$ cat src/rtl/variable_latency_adder_if.sv
// Valid/ready bundle for variable_latency_adder.
// The block side uses slave; the producer/consumer side uses master.
interface variable_latency_adder_if #(
  parameter int WIDTH = 16,
  parameter int CNT_W = 8
);
  logic             in_valid;
  logic             in_ready;
  logic [WIDTH-1:0] a;
  logic [WIDTH-1:0] b;
  logic             approx_mode;
  logic             out_valid;
  logic             out_ready;
  logic [WIDTH-1:0] sum;
  logic             cout;
  logic             err_detected;
  logic             corrected;
  logic [CNT_W-1:0] err_count;

  modport master (
    output in_valid, a, b, approx_mode, out_ready,
    input  in_ready, out_valid, sum, cout,
    input  err_detected, corrected, err_count
  );

  modport slave (
    input  in_valid, a, b, approx_mode, out_ready,
    output in_ready, out_valid, sum, cout,
    output err_detected, corrected, err_count
  );
endinterface

$ cat src/rtl/variable_latency_adder.sv
// Window-limited speculative adder with optional one-cycle
// exact correction and a saturating speculation-error counter.
module variable_latency_adder #(
  parameter int WIDTH  = 16,
  parameter int WINDOW = 4,
  parameter int CNT_W  = 8
) (
  input logic                    clk,
  input logic                    rst,
  variable_latency_adder_if.slave bus
);

  typedef enum logic [1:0] {
    IDLE,
    SPEC,
    CORR,
    OUT
  } state_t;

  state_t state, state_n;

  logic [WIDTH-1:0] a_q, b_q;
  logic             am_q;

  logic [WIDTH-1:0] p, g;
  logic [WIDTH:0]   cs, cx;
  logic [WIDTH-1:0] sum_s, sum_x;
  logic             err;
  logic             cw, cr;

  logic take, ld_spec, ld_corr;

  assign p = a_q ^ b_q;
  assign g = a_q & b_q;

  // cs[i]: carry from a chain restarted WINDOW bits below i
  always_comb begin
    cs = '0;
    cx = '0;
    cw = 1'b0;
    cr = 1'b0;
    for (int i = 1; i <= WIDTH; i++) begin
      cw = 1'b0;
      for (int j = 0; j < WIDTH; j++) begin
        if (j < i && j + WINDOW >= i)
          cw = g[j] | (p[j] & cw);
      end
      cs[i] = cw;
      cr = g[i-1] | (p[i-1] & cr);
      cx[i] = cr;
    end
  end

  assign sum_s = p ^ cs[WIDTH-1:0];
  assign sum_x = p ^ cx[WIDTH-1:0];
  assign err   = |(cs[WIDTH:1] ^ cx[WIDTH:1]);

  always_ff @(posedge clk) begin
    if (rst) state <= IDLE;
    else     state <= state_n;
  end

  always_comb begin
    state_n = state;
    take    = 1'b0;
    ld_spec = 1'b0;
    ld_corr = 1'b0;
    case (state)
      IDLE: begin
        if (bus.in_valid) begin
          take    = 1'b1;
          state_n = SPEC;
        end
      end
      SPEC: begin
        if (err && !am_q) begin
          state_n = CORR;
        end else begin
          ld_spec = 1'b1;
          state_n = OUT;
        end
      end
      CORR: begin
        ld_corr = 1'b1;
        state_n = OUT;
      end
      OUT: begin
        if (bus.out_ready) state_n = IDLE;
      end
      default: state_n = IDLE;
    endcase
  end

  assign bus.in_ready  = (state == IDLE) && !rst;
  assign bus.out_valid = (state == OUT);

  always_ff @(posedge clk) begin
    if (rst) begin
      a_q              <= '0;
      b_q              <= '0;
      am_q             <= 1'b0;
      bus.sum          <= '0;
      bus.cout         <= 1'b0;
      bus.err_detected <= 1'b0;
      bus.corrected    <= 1'b0;
      bus.err_count    <= '0;
    end else begin
      if (take) begin
        a_q  <= bus.a;
        b_q  <= bus.b;
        am_q <= bus.approx_mode;
      end
      if (ld_spec) begin
        bus.sum          <= sum_s;
        bus.cout         <= cs[WIDTH];
        bus.err_detected <= err;
        bus.corrected    <= 1'b0;
      end
      if (ld_corr) begin
        bus.sum          <= sum_x;
        bus.cout         <= cx[WIDTH];
        bus.err_detected <= 1'b1;
        bus.corrected    <= 1'b1;
      end
      if (state == SPEC && err && bus.err_count != '1)
        bus.err_count <= bus.err_count + {{(CNT_W-1){1'b0}}, 1'b1};
    end
  end

endmodule
$ cat src/flat_wrapper.sv
// flat-port wrapper written by rule: the top's interface ports become plain ports
module variable_latency_adder_flat 
#(
  parameter int WIDTH  = 16,
  parameter int WINDOW = 4,
  parameter int CNT_W  = 8
)
  (clk, rst, bus_in_valid, bus_a, bus_b, bus_approx_mode, bus_out_ready, bus_in_ready, bus_out_valid, bus_sum, bus_cout, bus_err_detected, bus_corrected, bus_err_count);
  variable_latency_adder_if #(.WIDTH(WIDTH), .CNT_W(CNT_W)) bus_i ();
  input logic clk;
  input logic rst;
  input wire logic [$bits(bus_i.in_valid)-1:0] bus_in_valid;
  input wire logic [$bits(bus_i.a)-1:0] bus_a;
  input wire logic [$bits(bus_i.b)-1:0] bus_b;
  input wire logic [$bits(bus_i.approx_mode)-1:0] bus_approx_mode;
  input wire logic [$bits(bus_i.out_ready)-1:0] bus_out_ready;
  output wire logic [$bits(bus_i.in_ready)-1:0] bus_in_ready;
  output wire logic [$bits(bus_i.out_valid)-1:0] bus_out_valid;
  output wire logic [$bits(bus_i.sum)-1:0] bus_sum;
  output wire logic [$bits(bus_i.cout)-1:0] bus_cout;
  output wire logic [$bits(bus_i.err_detected)-1:0] bus_err_detected;
  output wire logic [$bits(bus_i.corrected)-1:0] bus_corrected;
  output wire logic [$bits(bus_i.err_count)-1:0] bus_err_count;
  assign bus_i.in_valid = bus_in_valid;
  assign bus_i.a = bus_a;
  assign bus_i.b = bus_b;
  assign bus_i.approx_mode = bus_approx_mode;
  assign bus_i.out_ready = bus_out_ready;
  assign bus_in_ready = bus_i.in_ready;
  assign bus_out_valid = bus_i.out_valid;
  assign bus_sum = bus_i.sum;
  assign bus_cout = bus_i.cout;
  assign bus_err_detected = bus_i.err_detected;
  assign bus_corrected = bus_i.corrected;
  assign bus_err_count = bus_i.err_count;
  variable_latency_adder #(.WIDTH(WIDTH), .WINDOW(WINDOW), .CNT_W(CNT_W)) u_core (.clk(clk), .rst(rst), .bus(bus_i));
endmodule
$ cat config.mk
export PLATFORM = sky130hd
export DESIGN_NAME = variable_latency_adder_flat
export DESIGN_NICKNAME = d
export VERILOG_FILES = /design/src/rtl/variable_latency_adder_if.sv /design/src/rtl/variable_latency_adder.sv /design/src/flat_wrapper.sv
export SDC_FILE = /design/constraint.sdc
export NUM_CORES = 1
export LEC_CHECK = 0
export BUFFER_PORTS_ARGS = -buffer_cell sky130_fd_sc_hd__buf_2
export CORE_ASPECT_RATIO = 0.6
export CORE_MARGIN = 2
export CORE_UTILIZATION = 45
export DETAILED_ROUTE_END_ITERATION = 16
export GPL_ROUTABILITY_DRIVEN = 1
export PLACE_DENSITY_LB_ADDON = 0.2
export SETUP_SLACK_MARGIN = 0.1
export SKIP_LAST_GASP = 1
export SYNTH_ARGS = -nofsm -noshare
export SYNTH_HDL_FRONTEND = slang
export SYNTH_SLANG_ARGS = --single-unit
$ cat constraint.sdc
create_clock -name clk -period 7.1 [get_ports clk]
set_input_delay 0.355 -clock clk [delete_from_list [all_inputs] [get_ports clk]]
set_output_delay 0.355 -clock clk [all_outputs]
set_load 0.05 [all_outputs]
==> impl_metrics.tcl <==
set metrics [dict create \
    crit_cells 12 \
    drv_slew 0 \
    hp-start "bus_b[12]" \
    required_ps 7290 \
    maxCapViolCount 0 \
    comb_power_share_pct 40.3 \
    holdPathStages 3 \
    grt_start_max_net_pins 65 \
    finalCritPeriodShare_pct 67.2 \
    clk-insertion-delay-late_ps 330 \
    syn_area_per_cell_sq_um 8.34 \
    postRouteAntennaNets 0 \
    seq_area_frac_synth_pct 36.7 \
    die_w_microns 116 \
    p_switching_mw 0.592 \
    reg2reg_depth 12 \
    arrival_ps 4960 \
    max_stage_delay_ps 660 \
    syn-cell-area_sq_um 3380 \
    rsz0062_at_grt "no" \
    hold_violations 0 \
    drc 0 \
    globalplace.congestion 0.908 \
    timing.critical_path.from_type "flip-flop" \
    post-route-min-period_ps 4770 \
    cts_resized 0 \
    dp_cells 554 \
    power_density_nw_per_um2 370 \
    nNetsFinal 524 \
    grt_pass1_wl_microns 13600 \
    netlist.area_leader.share_pct 36.7 \
    ios 66 \
    cts_made_buffers 9 \
    die_h_microns 71.1 \
    synth-seq-cells 62 \
    sequentialPowerShare_pct 31.1 \
    die_area_sq_um 8240 \
    critPathTopFamily "adder cells" \
    power_leakage_nw 1.75 \
    async_reset_ff_share_pct 0 \
    cts_max_level 3 \
    antenna_found_initial 0 \
    dp_hpwl_microns 5840 \
    start_util_pct 46.5 \
    firstDrtPassIters 4 \
    root_buffer "clkbuf_16" \
    vias_per_cell 5.32 \
    place_area_sq_um 3730 \
    cp-end-kind "flip-flop" \
    max-slew-margin-rel_pct 27.3 \
    p_int_mw 0.890 \
    cp_num_buf_inv 0 \
    hold_buffers 0 \
    ys.flop_type "dfxtp_1" \
    setup_viol 0 \
    wl_microns 8020 \
    final_area_sq_um 4010 \
    ys_warn_count 0 \
    worst_slew_pin_slew_ps 1090 \
    core_sq_um 7270 \
    synth_edf_count 0 \
    synth_cells 405 \
    wl_per_cell_microns 14.1 \
    num_rows 24 \
    crit_start "u_core.b_q[0]$_SDFFE_PP0P_" \
    yosys.area.top_type "dfxtp_1" \
    p_clk_share_pct 28.6 \
    final.setup.tns_ps 0 \
    drtIter0Drc 219 \
    grt_pass1_vias 2892 \
    critical_path_peak_fanout 22 \
    layout.cells.non_filler 569 \
    clkTransAtPathRegs_ps 50 \
    track_usage_pct 21.1 \
    tritoncts "built" \
    clock_tree.buffer_depth 2 \
    io_buffers 65 \
    syn2layout_area_growth_pct 18.7 \
    synth.area.top_cells "dfxtp_1 (37%), nand2_1 (9.2%), ha_1 (8.1%)" \
    synthDistinctLibCells 51 \
    ir_drop_uv 203 \
    drive_gt1_share_pct 18.9 \
    cpMostUsedCell "fa_1" \
    p_sw_share_pct 39.9 \
    status "complete, no violations" \
    dr_total_vias 3029 \
    fmax_mhz 209 \
    post_cts_buffers 0 \
    syn_nets 468 \
    skew_ps 6.84 \
    path_cells "ha_1 > fa_1 > fa_1 > fa_1 > fa_1 > a211o_4 > a2111oi_4 > nor2_2 > a311oi_4 > a311o_2 > mux2i_1 > nor2_1" \
    cts.sinks 62 \
    criticalPathCategory "reg2reg" \
    min-delay-path-class "in2reg" \
    r2r-start "u_core.b_q[0]$_SDFFE_PP0P_" \
    overflow 0 \
    crit_slowest_cell "a311o_2" \
    n_antenna_cell 0 \
]
## sequential cells by signal, summed over array words and instances (netlist names)
register / cells
u_core.am_q: 1
u_core.a_q: 16
u_core.bus.corrected: 1
u_core.bus.sum: 16
u_core.b_q: 16
u_core.bus.cout: 1
u_core.bus.err_detected: 1
u_core.state: 2
u_core.bus.err_count: 8
## per-stage QoR
step                util [%]  total power [mW]  hold slack [ps]  setup WS (ps)
floorplan                  -             0.966              440           2830
global placement        51.3              1.06              450           2480
detailed placement      51.3              1.07              451           2320
CTS                     55.2              1.49              251           2310
global route            55.2              1.58              255           2040
finish                  55.2              1.48              261           2330
## worst paths after layout
| path | slack (ps) | to |
|---|---|---|
| max | 2330 | u_core.bus.sum[9]$_SDFFE_PP0P_ |
| min | 260 | u_core.b_q[12]$_SDFFE_PP0P_ |
| max reg2reg | 2330 | u_core.bus.sum[9]$_SDFFE_PP0P_ |
| min reg2reg | 460 | u_core.a_q[13]$_SDFFE_PP0P_ |
## cell usage after synthesis, drive strengths merged (2+ instances only)
library cell	number
nand2	83
dfxtp	62
a21oi	50
nor2	31
ha	22
clkbuf	16
mux2i	15
inv	13
xnor2	13
nand3	12
o21ai	10
a211oi	8
nand4	8
nor2b	7
buf	5
o211ai	5
fa	4
nor3	4
a2111oi	3
a31o	3
a31oi	3
a21o	2
a311oi	2
and2	2
mux2	2
nor3b	2
o21a	2
o21bai	2
## layer usage
layer,wire length (microns),global-route usage [%]
met5,0,0
met4,87,7.54
met3,604,7.03
met2,3540,31.1
met1,3790,29.0
## cell type report
type / instances / area [sq um]
clock buffers: 14 / 254
clock inverters: 1 / 30.0
fillers: 710 / 3260
inverters: 13 / 48.8
multi-input cells: 309 / 1970
flip-flops and latches: 62 / 1240
well taps: 104 / 130
repair buffers: 66 / 333
## power groups by stage
| stage | registers, mW | clock network, mW | logic, mW |
|---|---|---|---|
| finish | 0.461 | 0.424 | 0.597 |
| global route | 0.471 | 0.447 | 0.662 |
| CTS | 0.462 | 0.432 | 0.600 |
| detailed placement | 0.468 | 0 | 0.597 |
| global placement | 0.466 | 0 | 0.589 |
| floorplan | 0.565 | 0 | 0.401 |
## worst min-delay path, cell delays in order
cell and delay, ps:
buf_2 90, nand2_1 40, a21oi_1 50
## cells by family after synthesis
| family | synth area share, % |
|---|---|
| flops | 36.7 |
| fa+ha+maj | 10.5 |
| mux | 5.11 |
| compound gates | 19.4 |
| buf+inv | 4.85 |
| simple gates | 19.8 |
| xor+xnor | 3.63 |
## cell usage in the layout, fill, tap and decap left out, drive strengths merged, types with 4 or more instances in the layout
cell type,instances
clkbuf,14
nor2,31
xnor2,13
nor2b,7
o21ai,10
dfxtp,62
mux2i,15
a211oi,8
o211ai,5
nand2,83
nand3,12
buf,66
nand4,8
fa,4
a21oi,50
nor3,4
inv,13
ha,22
(Power assumes the default switching activity.)
